$ cat src/rtl/control_unit_zicsr_if.sv
// Decoder bus: instruction fields and fetch exception in, registered control word out.
interface control_unit_zicsr_if;
  logic [6:0] Op;
  logic [2:0] funct3;
  logic [6:0] funct7;
  logic [4:0] funct5;
  logic [1:0] priv_mode;
  logic       exc_req_if2id;
  logic [3:0] exc_code_if_id;

  logic [1:0] ALUOp;
  logic [1:0] ALUSrcA;
  logic [1:0] ALUSrcB;
  logic [5:0] Branch;
  logic       RegWrite;
  logic [1:0] MemtoReg;
  logic       MemRead;
  logic       MemWrite;
  logic       jal;
  logic       jalr;
  logic       valid;
  logic       dmem_addr_sel;
  logic [1:0] csr_ops;
  logic [2:0] sys_ops;
  logic       exc_req;
  logic [3:0] exc_code;

  modport master (
    output Op, funct3, funct7, funct5, priv_mode, exc_req_if2id, exc_code_if_id,
    input  ALUOp, ALUSrcA, ALUSrcB, Branch, RegWrite, MemtoReg, MemRead, MemWrite,
    input  jal, jalr, valid, dmem_addr_sel, csr_ops, sys_ops, exc_req, exc_code
  );

  modport slave (
    input  Op, funct3, funct7, funct5, priv_mode, exc_req_if2id, exc_code_if_id,
    output ALUOp, ALUSrcA, ALUSrcB, Branch, RegWrite, MemtoReg, MemRead, MemWrite,
    output jal, jalr, valid, dmem_addr_sel, csr_ops, sys_ops, exc_req, exc_code
  );
endinterface

$ cat src/rtl/control_unit_zicsr.sv
// ID-stage decoder for RV32I + Zicsr + privileged ops; one registered control word per cycle.
module control_unit_zicsr (
  input logic                  clk_i,
  input logic                  rst_ni,
  control_unit_zicsr_if.slave  bus_io
);

  localparam logic [6:0] OpLui     = 7'b0110111;
  localparam logic [6:0] OpAuipc   = 7'b0010111;
  localparam logic [6:0] OpJal     = 7'b1101111;
  localparam logic [6:0] OpJalr    = 7'b1100111;
  localparam logic [6:0] OpBranch  = 7'b1100011;
  localparam logic [6:0] OpLoad    = 7'b0000011;
  localparam logic [6:0] OpStore   = 7'b0100011;
  localparam logic [6:0] OpImm     = 7'b0010011;
  localparam logic [6:0] OpReg     = 7'b0110011;
  localparam logic [6:0] OpAmo     = 7'b0101111;
  localparam logic [6:0] OpMiscMem = 7'b0001111;
  localparam logic [6:0] OpSystem  = 7'b1110011;

  localparam logic [2:0] SysNone   = 3'b000;
  localparam logic [2:0] SysEcall  = 3'b001;
  localparam logic [2:0] SysEbreak = 3'b010;
  localparam logic [2:0] SysMret   = 3'b011;
  localparam logic [2:0] SysSret   = 3'b100;
  localparam logic [2:0] SysWfi    = 3'b101;
  localparam logic [2:0] SysSfence = 3'b110;

  localparam logic [3:0] ExcIllegal = 4'd2;
  localparam logic [3:0] ExcBreak   = 4'd3;
  localparam logic [3:0] ExcEcallU  = 4'd8;
  localparam logic [3:0] ExcEcallS  = 4'd9;
  localparam logic [3:0] ExcEcallM  = 4'd11;

  typedef struct packed {
    logic [1:0] alu_op;
    logic [1:0] alu_src_a;
    logic [1:0] alu_src_b;
    logic [5:0] branch;
    logic       reg_write;
    logic [1:0] mem_to_reg;
    logic       mem_read;
    logic       mem_write;
    logic       jal;
    logic       jalr;
    logic       valid;
    logic       dmem_addr_sel;
    logic [1:0] csr_ops;
    logic [2:0] sys_ops;
    logic       exc_req;
    logic [3:0] exc_code;
  } ctrl_t;

  ctrl_t      dec;
  ctrl_t      ctrl_d;
  ctrl_t      ctrl_q;
  logic       illegal;
  logic       trap;
  logic [3:0] trap_code;

  // Raw field decode; exceptions are folded in afterwards.
  always_comb begin
    dec       = '0;
    illegal   = 1'b0;
    trap      = 1'b0;
    trap_code = 4'd0;

    unique case (bus_io.Op)
      OpLui: begin
        dec.reg_write = 1'b1;
        dec.alu_src_a = 2'b10;
        dec.alu_src_b = 2'b01;
      end
      OpAuipc: begin
        dec.reg_write = 1'b1;
        dec.alu_src_a = 2'b01;
        dec.alu_src_b = 2'b01;
      end
      OpJal: begin
        dec.jal        = 1'b1;
        dec.reg_write  = 1'b1;
        dec.mem_to_reg = 2'b10;
      end
      OpJalr: begin
        if (bus_io.funct3 == 3'b000) begin
          dec.jalr       = 1'b1;
          dec.reg_write  = 1'b1;
          dec.mem_to_reg = 2'b10;
          dec.alu_src_b  = 2'b01;
        end else begin
          illegal = 1'b1;
        end
      end
      OpBranch: begin
        dec.alu_op = 2'b01;
        unique case (bus_io.funct3)
          3'b000:  dec.branch = 6'b000001;
          3'b001:  dec.branch = 6'b000010;
          3'b100:  dec.branch = 6'b000100;
          3'b101:  dec.branch = 6'b001000;
          3'b110:  dec.branch = 6'b010000;
          3'b111:  dec.branch = 6'b100000;
          default: illegal = 1'b1;
        endcase
      end
      OpLoad: begin
        unique case (bus_io.funct3)
          3'b000, 3'b001, 3'b010, 3'b100, 3'b101: begin
            dec.mem_read   = 1'b1;
            dec.reg_write  = 1'b1;
            dec.mem_to_reg = 2'b01;
            dec.alu_src_b  = 2'b01;
          end
          default: illegal = 1'b1;
        endcase
      end
      OpStore: begin
        unique case (bus_io.funct3)
          3'b000, 3'b001, 3'b010: begin
            dec.mem_write = 1'b1;
            dec.alu_src_b = 2'b01;
          end
          default: illegal = 1'b1;
        endcase
      end
      OpImm: begin
        dec.alu_op    = 2'b11;
        dec.alu_src_b = 2'b01;
        dec.reg_write = 1'b1;
      end
      OpReg: begin
        dec.alu_op    = 2'b10;
        dec.reg_write = 1'b1;
        if (bus_io.funct7 != 7'b0000000 && bus_io.funct7 != 7'b0100000) begin
          illegal = 1'b1;
        end
      end
      OpAmo: begin
        if (bus_io.funct3 == 3'b010) begin
          dec.dmem_addr_sel = 1'b1;
          dec.reg_write     = 1'b1;
          dec.mem_to_reg    = 2'b01;
          dec.mem_read      = 1'b1;
          // LR.W only reads; every other AMO (incl. SC.W) writes back.
          dec.mem_write     = (bus_io.funct5 != 5'b00010);
        end else begin
          illegal = 1'b1;
        end
      end
      OpMiscMem: ;
      OpSystem: begin
        unique case (bus_io.funct3)
          3'b000: begin
            unique case (bus_io.funct7)
              7'b0000000: begin
                if (bus_io.funct5 == 5'b00000) begin
                  dec.sys_ops = SysEcall;
                  trap        = 1'b1;
                  unique case (bus_io.priv_mode)
                    2'b11:   trap_code = ExcEcallM;
                    2'b01:   trap_code = ExcEcallS;
                    default: trap_code = ExcEcallU;
                  endcase
                end else if (bus_io.funct5 == 5'b00001) begin
                  dec.sys_ops = SysEbreak;
                  trap        = 1'b1;
                  trap_code   = ExcBreak;
                end else begin
                  illegal = 1'b1;
                end
              end
              7'b0001000: begin
                if (bus_io.funct5 == 5'b00010 && bus_io.priv_mode != 2'b00) begin
                  dec.sys_ops = SysSret;
                end else if (bus_io.funct5 == 5'b00101) begin
                  dec.sys_ops = SysWfi;
                end else begin
                  illegal = 1'b1;
                end
              end
              7'b0011000: begin
                if (bus_io.funct5 == 5'b00010 && bus_io.priv_mode == 2'b11) begin
                  dec.sys_ops = SysMret;
                end else begin
                  illegal = 1'b1;
                end
              end
              7'b0001001: begin
                if (bus_io.priv_mode != 2'b00) begin
                  dec.sys_ops = SysSfence;
                end else begin
                  illegal = 1'b1;
                end
              end
              default: illegal = 1'b1;
            endcase
          end
          3'b001, 3'b101: begin
            dec.csr_ops    = 2'b01;
            dec.reg_write  = 1'b1;
            dec.mem_to_reg = 2'b11;
          end
          3'b010, 3'b110: begin
            dec.csr_ops    = 2'b10;
            dec.reg_write  = 1'b1;
            dec.mem_to_reg = 2'b11;
          end
          3'b011, 3'b111: begin
            dec.csr_ops    = 2'b11;
            dec.reg_write  = 1'b1;
            dec.mem_to_reg = 2'b11;
          end
          default: illegal = 1'b1;
        endcase
      end
      default: illegal = 1'b1;
    endcase
  end

  // Priority: fetch exception, then illegal instruction, then ECALL/EBREAK.
  always_comb begin
    ctrl_d = dec;
    if (bus_io.exc_req_if2id || illegal || trap) begin
      ctrl_d.reg_write = 1'b0;
      ctrl_d.mem_read  = 1'b0;
      ctrl_d.mem_write = 1'b0;
      ctrl_d.branch    = '0;
      ctrl_d.jal       = 1'b0;
      ctrl_d.jalr      = 1'b0;
      ctrl_d.csr_ops   = 2'b00;
      ctrl_d.valid     = 1'b0;
      ctrl_d.exc_req   = 1'b1;
      if (bus_io.exc_req_if2id) begin
        ctrl_d.exc_code = bus_io.exc_code_if_id;
        ctrl_d.sys_ops  = SysNone;
      end else if (illegal) begin
        ctrl_d.exc_code = ExcIllegal;
        ctrl_d.sys_ops  = SysNone;
      end else begin
        ctrl_d.exc_code = trap_code;
      end
    end else begin
      ctrl_d.valid = 1'b1;
    end
  end

  always_ff @(posedge clk_i) begin
    if (!rst_ni) begin
      ctrl_q <= '0;
    end else begin
      ctrl_q <= ctrl_d;
    end
  end

  assign bus_io.ALUOp         = ctrl_q.alu_op;
  assign bus_io.ALUSrcA       = ctrl_q.alu_src_a;
  assign bus_io.ALUSrcB       = ctrl_q.alu_src_b;
  assign bus_io.Branch        = ctrl_q.branch;
  assign bus_io.RegWrite      = ctrl_q.reg_write;
  assign bus_io.MemtoReg      = ctrl_q.mem_to_reg;
  assign bus_io.MemRead       = ctrl_q.mem_read;
  assign bus_io.MemWrite      = ctrl_q.mem_write;
  assign bus_io.jal           = ctrl_q.jal;
  assign bus_io.jalr          = ctrl_q.jalr;
  assign bus_io.valid         = ctrl_q.valid;
  assign bus_io.dmem_addr_sel = ctrl_q.dmem_addr_sel;
  assign bus_io.csr_ops       = ctrl_q.csr_ops;
  assign bus_io.sys_ops       = ctrl_q.sys_ops;
  assign bus_io.exc_req       = ctrl_q.exc_req;
  assign bus_io.exc_code      = ctrl_q.exc_code;

endmodule

$ cat src/flat_wrapper.sv
// flat-port wrapper written by rule: the top's interface ports become plain ports
module control_unit_zicsr_flat 
  (clk_i, rst_ni, bus_io_Op, bus_io_funct3, bus_io_funct7, bus_io_funct5, bus_io_priv_mode, bus_io_exc_req_if2id, bus_io_exc_code_if_id, bus_io_ALUOp, bus_io_ALUSrcA, bus_io_ALUSrcB, bus_io_Branch, bus_io_RegWrite, bus_io_MemtoReg, bus_io_MemRead, bus_io_MemWrite, bus_io_jal, bus_io_jalr, bus_io_valid, bus_io_dmem_addr_sel, bus_io_csr_ops, bus_io_sys_ops, bus_io_exc_req, bus_io_exc_code);
  control_unit_zicsr_if bus_io_i ();
  input logic clk_i;
  input logic rst_ni;
  input wire logic [$bits(bus_io_i.Op)-1:0] bus_io_Op;
  input wire logic [$bits(bus_io_i.funct3)-1:0] bus_io_funct3;
  input wire logic [$bits(bus_io_i.funct7)-1:0] bus_io_funct7;
  input wire logic [$bits(bus_io_i.funct5)-1:0] bus_io_funct5;
  input wire logic [$bits(bus_io_i.priv_mode)-1:0] bus_io_priv_mode;
  input wire logic [$bits(bus_io_i.exc_req_if2id)-1:0] bus_io_exc_req_if2id;
  input wire logic [$bits(bus_io_i.exc_code_if_id)-1:0] bus_io_exc_code_if_id;
  output wire logic [$bits(bus_io_i.ALUOp)-1:0] bus_io_ALUOp;
  output wire logic [$bits(bus_io_i.ALUSrcA)-1:0] bus_io_ALUSrcA;
  output wire logic [$bits(bus_io_i.ALUSrcB)-1:0] bus_io_ALUSrcB;
  output wire logic [$bits(bus_io_i.Branch)-1:0] bus_io_Branch;
  output wire logic [$bits(bus_io_i.RegWrite)-1:0] bus_io_RegWrite;
  output wire logic [$bits(bus_io_i.MemtoReg)-1:0] bus_io_MemtoReg;
  output wire logic [$bits(bus_io_i.MemRead)-1:0] bus_io_MemRead;
  output wire logic [$bits(bus_io_i.MemWrite)-1:0] bus_io_MemWrite;
  output wire logic [$bits(bus_io_i.jal)-1:0] bus_io_jal;
  output wire logic [$bits(bus_io_i.jalr)-1:0] bus_io_jalr;
  output wire logic [$bits(bus_io_i.valid)-1:0] bus_io_valid;
  output wire logic [$bits(bus_io_i.dmem_addr_sel)-1:0] bus_io_dmem_addr_sel;
  output wire logic [$bits(bus_io_i.csr_ops)-1:0] bus_io_csr_ops;
  output wire logic [$bits(bus_io_i.sys_ops)-1:0] bus_io_sys_ops;
  output wire logic [$bits(bus_io_i.exc_req)-1:0] bus_io_exc_req;
  output wire logic [$bits(bus_io_i.exc_code)-1:0] bus_io_exc_code;
  assign bus_io_i.Op = bus_io_Op;
  assign bus_io_i.funct3 = bus_io_funct3;
  assign bus_io_i.funct7 = bus_io_funct7;
  assign bus_io_i.funct5 = bus_io_funct5;
  assign bus_io_i.priv_mode = bus_io_priv_mode;
  assign bus_io_i.exc_req_if2id = bus_io_exc_req_if2id;
  assign bus_io_i.exc_code_if_id = bus_io_exc_code_if_id;
  assign bus_io_ALUOp = bus_io_i.ALUOp;
  assign bus_io_ALUSrcA = bus_io_i.ALUSrcA;
  assign bus_io_ALUSrcB = bus_io_i.ALUSrcB;
  assign bus_io_Branch = bus_io_i.Branch;
  assign bus_io_RegWrite = bus_io_i.RegWrite;
  assign bus_io_MemtoReg = bus_io_i.MemtoReg;
  assign bus_io_MemRead = bus_io_i.MemRead;
  assign bus_io_MemWrite = bus_io_i.MemWrite;
  assign bus_io_jal = bus_io_i.jal;
  assign bus_io_jalr = bus_io_i.jalr;
  assign bus_io_valid = bus_io_i.valid;
  assign bus_io_dmem_addr_sel = bus_io_i.dmem_addr_sel;
  assign bus_io_csr_ops = bus_io_i.csr_ops;
  assign bus_io_sys_ops = bus_io_i.sys_ops;
  assign bus_io_exc_req = bus_io_i.exc_req;
  assign bus_io_exc_code = bus_io_i.exc_code;
  control_unit_zicsr u_core (.clk_i(clk_i), .rst_ni(rst_ni), .bus_io(bus_io_i));
endmodule
$ cat config.mk
export PLATFORM = sky130hd
export DESIGN_NAME = control_unit_zicsr_flat
export DESIGN_NICKNAME = d
export VERILOG_FILES = /design/src/rtl/control_unit_zicsr_if.sv /design/src/rtl/control_unit_zicsr.sv /design/src/flat_wrapper.sv
export SDC_FILE = /design/constraint.sdc
export NUM_CORES = 1
export LEC_CHECK = 0
export CORE_UTILIZATION = 40
export CTS_BUF_LIST = sky130_fd_sc_hd__clkbuf_16
export CTS_CLUSTER_SIZE = 16
export DETAILED_ROUTE_END_ITERATION = 10
export PLACE_DENSITY_LB_ADDON = 0.1
export SETUP_SLACK_MARGIN = 0.4
export SLEW_MARGIN = 20
export SYNTH_ARGS = -nofsm -noshare
export SYNTH_HDL_FRONTEND = slang
export SYNTH_SLANG_ARGS = --single-unit
$ cat constraint.sdc
create_clock -name clk_i -period 6.63 [get_ports clk_i]
set_clock_uncertainty 0.05 [all_clocks]
set_input_delay 1.989 -clock clk_i [delete_from_list [all_inputs] [get_ports clk_i]]
set_output_delay 1.989 -clock clk_i [all_outputs]
set_load 0.01 [all_outputs]
# [Word-level counts from Yosys, hierarchy flattened]
# Index checks and enable logic that the tools add are counted.
[word_totals] output_inout_bits=31 ramBits=0 mem_count=0 reg_bits=31 latchBits=0 wordCells=136 rom_bits=0
[op_classes] n_bitwise=4 reduce_logical=26 div=0 magnitude_cmp=0 n_shift=0 muxes=61 mul=0 n_eq_ne=29 addsub=0
[ops] operator="$pmux W6 S6" count=1
[ops] operator="$mux W3" count=10
[ops] operator="$eq A7 B6 Y1 const B" count=4
[ops] operator="$eq A7 B7 Y1 const B" count=4
[ops] operator="$mux W4" count=7
[ops] operator="$mux W1" count=25
[ops] operator="$eq A7 B4 Y1 const B" count=3
[ops] operator="$eq A7 B5 Y1 const B" count=3
[ops] operator="$reduce_or A3 Y1" count=5
[ops] operator="$reduce_or A5 Y1" count=3
[ops] operator="$eq A3 B3 Y1 const B" count=4
[ops] operator="$pmux W2 S3" count=2
[ops] operator="$pmux W3 S4" count=1
[ops] operator="$reduce_or A6 Y1" count=2
[ops] operator="$pmux W2 S5" count=1
[ops] operator="$mux W8" count=1
[ops] operator="$pmux W1 S8" count=1
[ops] operator="$pmux W2 S2" count=2
[ops] operator="$pmux W2 S4" count=1
[ops] operator="$reduce_or A2 Y1" count=4
[ops] operator="$eq A7 B2 Y1 const B" count=1
[ops] operator="$logic_not A7 Y1" count=1
[ops] operator="$ne A7 B6 Y1 const B" count=1
[ops] operator="$reduce_bool A7 Y1" count=1
[ops] operator="other kinds (20)" count=32

# [Depth between registers and ports, before layout]
# Gate-level depths: netlist (run 1).
[depth] ltp_word=9 depth_mapped=8 depth_no_buf=6

# [Worst setup path after synthesis (run 1)]
# Ideal clock, no wire load.
[synth_path] path_kind="input-to-reg" start="in bus_io_Op[2]" end="reg u_core.ctrl_q (netlist bit u_core.bus_io.jal)" path_stages=8 slack_ns=2.540 arrival_ns=3.966 required_time_ns=6.506 cell_sequence="buf_6 nor4b_4 a2111o_1 or4b_4 a211o_1 nor4b_4 buf_6 nor3b_2"
[synth_between] elab_chain_cells=6
[synth_rtl] item="from (decl)" line="flat_wrapper.sv:7" rtl="input wire logic [$bits(bus_io_i.Op)-1:0] bus_io_Op;"
[synth_rtl] item="$eq A7 B4 Y1, or another cell as far along" line="control_unit_zicsr.sv:68" rtl="unique case (bus_io.Op)"
[synth_rtl] item="$reduce_or A5 Y1 (no source line)"
[synth_rtl] item="$pmux W1 S8" line="control_unit_zicsr.sv:68"
[synth_rtl] item="$logic_or A1 B1 Y1 (2 in series)" line="control_unit_zicsr.sv:223" rtl="if (bus_io.exc_req_if2id || illegal || trap) begin"
[synth_rtl] item="$reduce_or A2 Y1 (no source line)"
[synth_rtl] item="to (signal assigned)" line="control_unit_zicsr.sv:251" rtl="ctrl_q <= ctrl_d;"
[synth_rtl] item="to (decl)" line="control_unit_zicsr.sv:56" rtl="ctrl_t ctrl_q;"
# Parallel ways exist; a longest one is shown, timed or not.
# A chain may end at the register's enable or synchronous reset.

# [Final worst setup path (run 1)]
[layout_path] start="in bus_io_Op[2]" end="reg u_core.ctrl_q (netlist bit u_core.bus_io.Branch[3])"
[layout_between] elab_chain_cells=6
[layout_rtl] item="$eq A7 B4 Y1, or another cell as far along" line="control_unit_zicsr.sv:68"
[layout_rtl] item="$reduce_or A5 Y1 (no source line)"
[layout_rtl] item="$pmux W1 S8" line="control_unit_zicsr.sv:68"
[layout_rtl] item="$logic_or A1 B1 Y1 (2 in series)" line="control_unit_zicsr.sv:223"
[layout_rtl] item="$reduce_or A3 Y1 (no source line) (*)"
# Mark *: on every way between the ends. The rest lies on a longest branch, timed or not.

==> results of run 1 <==
==> through the flow <==
| stage | power [W] | instance area, µm² | cells | hold slack, ps | utilization, % |
|---|---|---|---|---|---|
| after global placement | 0.000243 | 2190 | 284 | 2520 | 58.4 |
| after floorplan | 0.000214 | 1600 | 189 | 2080 | - |
| after global routing | 0.000465 | 2320 | 291 | 2270 | 62.0 |
| after detailed placement | 0.000243 | 2190 | 284 | 2520 | 58.4 |
| final | 0.000446 | 2320 | 291 | 2250 | 62.0 |
| after CTS | 0.000449 | 2320 | 291 | 2240 | 62.0 |
==> logic make-up after synthesis <==
logic type	share of synthesized area (%)
compound gates	16.2
flops	37.6
other cells	0.235
simple gates	40.5
buf+inv	5.33
==> area by class of cell <==
type	count	area, µm²
Clock buffer	5	125
Timing Repair Buffer	60	601
Sequential cell	30	601
Tap cell	48	60.1
Fill cell	369	1420
Clock inverter	2	10.0
Inverter	4	15.0
Multi-Input combinational cell	142	910
==> cell usage in the layout (no fill, tap or decap), types with 2 or more instances in the layout <==
master	instances
a21oi_1	4
dfxtp_1	30
nand3b_1	5
a21boi_0	2
nor4b_1	2
nor2b_1	4
nand2_1	15
a211oi_1	2
and4_1	4
o21ai_0	9
nand3_1	3
nor4_1	4
nand2b_1	4
and3_1	12
or4_1	2
o31a_1	3
clkbuf_16	5
a22oi_1	4
clkdlybuf4s50_1	60
nor4b_4	2
and3b_1	2
and2_1	4
clkinv_2	2
nor3_1	10
nand4_1	3
inv_1	4
nor2_1	17
or2_2	3
==> worst max path at each step <==
stage,startpoint,to,cells past startpoint
4_1_cts,bus_io_Op[2],u_core.bus_io.Branch[3],7
2_1_floorplan,bus_io_Op[2],u_core.bus_io.jal,8
3_3_place_gp,bus_io_Op[2],u_core.bus_io.Branch[1],7
5_1_grt,bus_io_Op[2],u_core.bus_io.Branch[3],7
6_report,bus_io_Op[2],u_core.bus_io.Branch[3],7
3_5_place_dp,bus_io_Op[2],u_core.bus_io.Branch[1],7
==> flip-flops by register name, summed over array words and instances (netlist names), 2 cells and up <==
signal                  cells
u_core.bus_io.ALUOp         2
u_core.bus_io.Branch        6
u_core.bus_io.MemtoReg      2
u_core.bus_io.ALUSrcA       2
u_core.bus_io.csr_ops       2
u_core.bus_io.exc_code      4
u_core.bus_io.sys_ops       3
==> per-layer routing <==
metal | vias up | GRT usage (%) | wire, µm
met5 | - | 0 | 0
met4 | 0 | 8.97 | 74
met3 | 6 | 4.34 | 220
met2 | 65 | 29.8 | 1700
met1 | 687 | 26.8 | 1840
li1 | 808 | - | -
==> power by group through the flow <==
| stage | clock, W | combinational (W) | sequential (W) |
|---|---|---|---|
| finish | 0.000206 | 0.0000570 | 0.000183 |
| global route | 0.000220 | 0.0000623 | 0.000183 |
| CTS | 0.000209 | 0.0000569 | 0.000183 |
| detailed placement | 0 | 0.0000565 | 0.000187 |
| global placement | 0 | 0.0000564 | 0.000187 |
| floorplan | 0 | 0.0000267 | 0.000188 |
==> summary.txt, run 1 <==
Status -> finished clean
Core area -> 3740 µm²
Largest net degree at the start of global routing -> 19
Most frequent CP cell -> nor4b_4
Synth Flop Type -> dfxtp_1
CTS tree -> done
Crit path required time -> 6790 ps
Total CTS buffers -> 5
Critical path's top delay family -> simple AND/OR/NAND/NOR gates
DR DRC count -> 0
WL/cell -> 13.2 µm
Num ports -> 62
CTS root buffer -> clkbuf_16
Proportion of netlist area held by the largest area contributor -> 37.6%
Mapped Nets -> 220
Reg power frac -> 41.1%
Vias in the first global route -> 1391
Comb power frac -> 12.8%
P per Cell Area -> 192 nW/µm²
Post-CTS Resized -> 0
Diodes inserted -> 0
Asr flop ratio synth -> 0%
Peak supply drop -> 0.110 mV
Clock Power Share -> 46.2%
DRC violation total after the first TritonRoute iteration -> 62
Fin nets -> 274
Die footprint -> 4240 µm²
Area added between synthesis and finish -> 45.5%
Initial antenna violation count -> 0
Startpoint type of the worst setup path -> primary input
Final period util -> 72.8%
Synth area leader -> dfxtp_1
#FFs+latches synth -> 30
Clock sinks -> 30
Cell row count -> 22
All-Layer GR Usage -> 19.8%
Worst Min Path Start -> bus_io_exc_code_if_id[2]
ANT nets after route -> 0
CP arrival -> 4980 ps
Final setup vio count -> 0
Post-Syn Area -> 1600 µm²
First-pass GRT wire length -> 6400 µm
Netlist cell types -> 51
Register area share after synthesis -> 37.6%
Worst setup EP type -> register
Final Hold Viols -> 0
Synth cell count leaders -> 30 x dfxtp_1, 17 x nor2_1, 15 x nand2_1
Maxcap violations -> 0
Peak Freq -> 207 MHz
Crit-path max FO -> 18
DIE WIDTH -> 65.2 µm
Initial Util -> 42.6%
# Post-CTS Setup Buffers -> 0
IO buf count -> 60
Total grt overflow -> 0
Layout cells sized above 1 -> 6.58%
CTS Hold Buffers Added -> 0
Setup slack at placement -> 1540 ps
Mean Syn Cell Area -> 8.44 µm²
Max-slew headroom at the worst pin -> 42.9%
Clock tree buffer depth -> 2
RSZ-0062 raised after global routing -> no
Die height -> 65.2 µm
Via count -> 1566
EDFF count, synth -> 0
Hold Path End -> u_core.bus_io.exc_code[2]
Hold Crit Class -> primary input to register
CP Cell Sequence -> clkdlybuf4s50_1 > nor4b_4 > a2111o_1 > or4b_4 > a211o_1 > nor4b_4 > and4_1
Critical path's slowest cell -> clkdlybuf4s50_1
Worst-Margin Slew -> 849 ps
Final TNS setup -> 0 ps
Most frequent cell after synthesis -> dfxtp_1
P_int -> 0.000346 W
Crit path kind -> primary input to register
Total Wirelength -> 3840 µm
H-tree Lvls -> 2
Pre-antenna DRT Iters -> 6
Sw Share -> 22.4%
Avg Vias per Cell -> 5.38
Static leakage -> 0.851 nW
Period minus WS final -> 4820 ps
Synth top area cells -> dfxtp_1 38%, and3_1 4.7%, nor2_1 4.0%
Detail Placement HPWL -> 2950 µm
GPL Wtd Cong -> 0.883
Hold path cells -> 2
Final WS setup -> 1810 ps
Worst-path clk slew -> 40 ps
CP Buf/Inv Count -> 1
Post-synthesis cell count -> 189
Max-slew violations -> 0
Yosys warns -> 0
Max stage delay on crit path -> 690 ps
Sw Pwr -> 0.0000998 W
No activity file was read; power rests on OpenSTA's default activity.
==> run 2: changes to the inputs <==
CORE_UTILIZATION = 39   (was 40)
clock period = 4.25 ns   (was 6.63 ns; I/O delays follow)
==> run 2 against run 1 <==
Effect of this change: die area is 2.5% higher; critical path type unchanged; utilization is 0.95 points higher; clock-buffer cell count stayed put; cell area is 3.0% higher; combinational power is 65% higher; sequential share of layout area is 0.76 points lower; wire length is 0.65% higher; non-clock buffer count is 9 higher; largest power group unchanged; sequential power is 56% higher; highest routed layer unchanged; final cell count is 3.1% higher; global-route usage is 0.21 points lower.
==> summary.txt, run 2 (same netlist as run 1, synthesis figures left out) <==
Detail Placement HPWL -> 2990 µm (was 2950 µm)
Clock sinks -> 30 (unchanged)
Pre-antenna DRT Iters -> 4 (was 6)
Critical path's slowest cell -> clkdlybuf4s50_1 (unchanged)
Hold Crit Class -> primary input to register (unchanged)
Avg Vias per Cell -> 5.41 (was 5.38)
Sw Pwr -> 0.000154 W (was 0.0000998 W)
Peak Freq -> 270 MHz
Area added between synthesis and finish -> 49.9% (was 45.5%)
CTS tree -> done (unchanged)
Num ports -> 62 (unchanged)
Peak supply drop -> 0.139 mV (was 0.110 mV)
All-Layer GR Usage -> 19.5% (was 19.8%)
CTS root buffer -> clkbuf_16 (unchanged)
Most frequent CP cell -> nor4b_4 (unchanged)
Initial Util -> 42.0% (was 42.6%)
GPL Wtd Cong -> 0.862 (was 0.883)
Crit path required time -> 4400 ps (was 6790 ps)
Status -> finished clean (unchanged)
Critical path's top delay family -> simple AND/OR/NAND/NOR gates (unchanged)
DR DRC count -> 0 (unchanged)
Commonest non-fill, non-tap cell in the layout -> clkdlybuf4s50_1 (unchanged)
Post-route core utilization -> 62.9% (was 62.0%)
Diodes inserted -> 0 (unchanged)
Max stage delay on crit path -> 650 ps (was 690 ps)
P_int -> 0.000544 W (was 0.000346 W)
Total CTS buffers -> 5 (unchanged)
Crit-path max FO -> 14 (was 18)
DIE WIDTH -> 66.0 µm (was 65.2 µm)
Die footprint -> 4350 µm² (was 4240 µm²)
Crit path kind -> primary input to register (unchanged)
Final period util -> 87.1%
RSZ-0062 raised after global routing -> no (unchanged)
WL/cell -> 12.9 µm (was 13.2 µm)
First-pass GRT wire length -> 6410 µm (was 6400 µm)
P per Cell Area -> 292 nW/µm² (was 192 nW/µm²)
Static leakage -> 0.904 nW (was 0.851 nW)
Period minus WS final -> 3700 ps
Max-slew violations -> 0 (unchanged)
Total Wirelength -> 3860 µm (was 3840 µm)
Cell row count -> 22 (unchanged)
Clock Power Share -> 45.6% (was 46.2%)
Maxcap violations -> 0 (unchanged)
Most frequent cells in the layout -> 59 x clkdlybuf4s50_1, 30 x dfxtp_1, 17 x nor2_1 (was 60 x clkdlybuf4s50_1, 30 x dfxtp_1, 17 x nor2_1)
H-tree Lvls -> 2 (unchanged)
Comb power frac -> 13.5% (was 12.8%)
Layout cells sized above 1 -> 9.92% (was 6.58%)
Final TNS setup -> 0 ps (unchanged)
Fin nets -> 283 (was 274)
Sw Share -> 22.0% (was 22.4%)
Final setup vio count -> 0 (unchanged)
# Post-CTS Setup Buffers -> 0 (unchanged)
Final Hold Viols -> 0 (unchanged)
Final WS setup -> 548 ps (was 1810 ps)
Worst-Margin Slew -> 651 ps (was 849 ps)
Total power -> 0.000698 W (was 0.000446 W)
CP arrival -> 3860 ps (was 4980 ps)
Startpoint type of the worst setup path -> primary input (unchanged)
IO buf count -> 60 (unchanged)
ANT nets after route -> 0 (unchanged)
Vias in the first global route -> 1334 (was 1391)
Worst-path clk slew -> 50 ps (was 40 ps)
Reg power frac -> 40.9% (was 41.1%)
Initial antenna violation count -> 0 (unchanged)
CP Buf/Inv Count -> 2 (was 1)
Max reg flops -> 6 (unchanged)
Total grt overflow -> 0 (unchanged)
DRC violation total after the first TritonRoute iteration -> 80 (was 62)
Via count -> 1624 (was 1566)
Core area -> 3800 µm² (was 3740 µm²)
Worst setup EP type -> register (unchanged)
Setup slack at placement -> 298 ps (was 1540 ps)
Clock tree buffer depth -> 2 (unchanged)
CP Cell Sequence -> clkdlybuf4s50_1 > nor4b_4 > a2111o_1 > or4b_4 > a211o_1 > nor4b_4 > buf_4 > and4_1 (was clkdlybuf4s50_1 > nor4b_4 > a2111o_1 > or4b_4 > a211o_1 > nor4b_4 > and4_1)
Largest net degree at the start of global routing -> 17 (was 19)
Max-slew headroom at the worst pin -> 56.2% (was 42.9%)
Die height -> 66.0 µm (was 65.2 µm)
## run 2: cell count changes in the layout (fill, tap and decap cells not counted), sizes merged
| cell | before | now |
|---|---|---|
| dlymetal6s2s | 0 | 1 |
| buf | 0 | 9 |
| clkdlybuf4s50 | 60 | 59 |
## run 2: timing repair
action	CTS	global route
endpoints found under the setup margin	0	1
hold buffers	0	0
resized for setup	0	1
## run 2: layout make-up
type	instances	area [µm²]
clock inverters	2	10.0
flip-flops and latches	30	601
inverters	4	15.0
clock buffers	5	125
multi-input cells	142	910
repair buffers	69	671
fillers	351	1410
well taps	48	60.1
## run 2: worst paths after layout
kind / slack (ps) / cells after the start / endpoint / start
max: 550 / 8 / u_core.bus_io.Branch[2] / bus_io_Op[6]
min: 1470 / 3 / u_core.bus_io.jal / bus_io_Op[2]
## run 2: through the flow
step / hold slack [ps] / instances / instance area, µm²
after floorplan: 1370 / 189 / 1600
after global placement: 1800 / 293 / 2250
after detailed placement: 1810 / 293 / 2250
after CTS: 1530 / 300 / 2390
after global routing: 1510 / 300 / 2390
final: 1470 / 300 / 2390
## run 2: power groups by stage
stage / Sequential (W) / Clock (W) / Combinational, W
after floorplan: 0.000293 / 0 / 0.0000417
after global placement: 0.000291 / 0 / 0.0000931
after detailed placement: 0.000291 / 0 / 0.0000935
after CTS: 0.000286 / 0.000323 / 0.0000939
after global routing: 0.000286 / 0.000339 / 0.000104
final: 0.000286 / 0.000318 / 0.0000942
## run 2: layer usage
metal	wire (µm)	part of all wire (%)	track usage (%)
met5	0	0	0
met4	62	1.6	7.18
met3	280	7.2	4.31
met2	1680	44	28.2
met1	1840	48	28.1
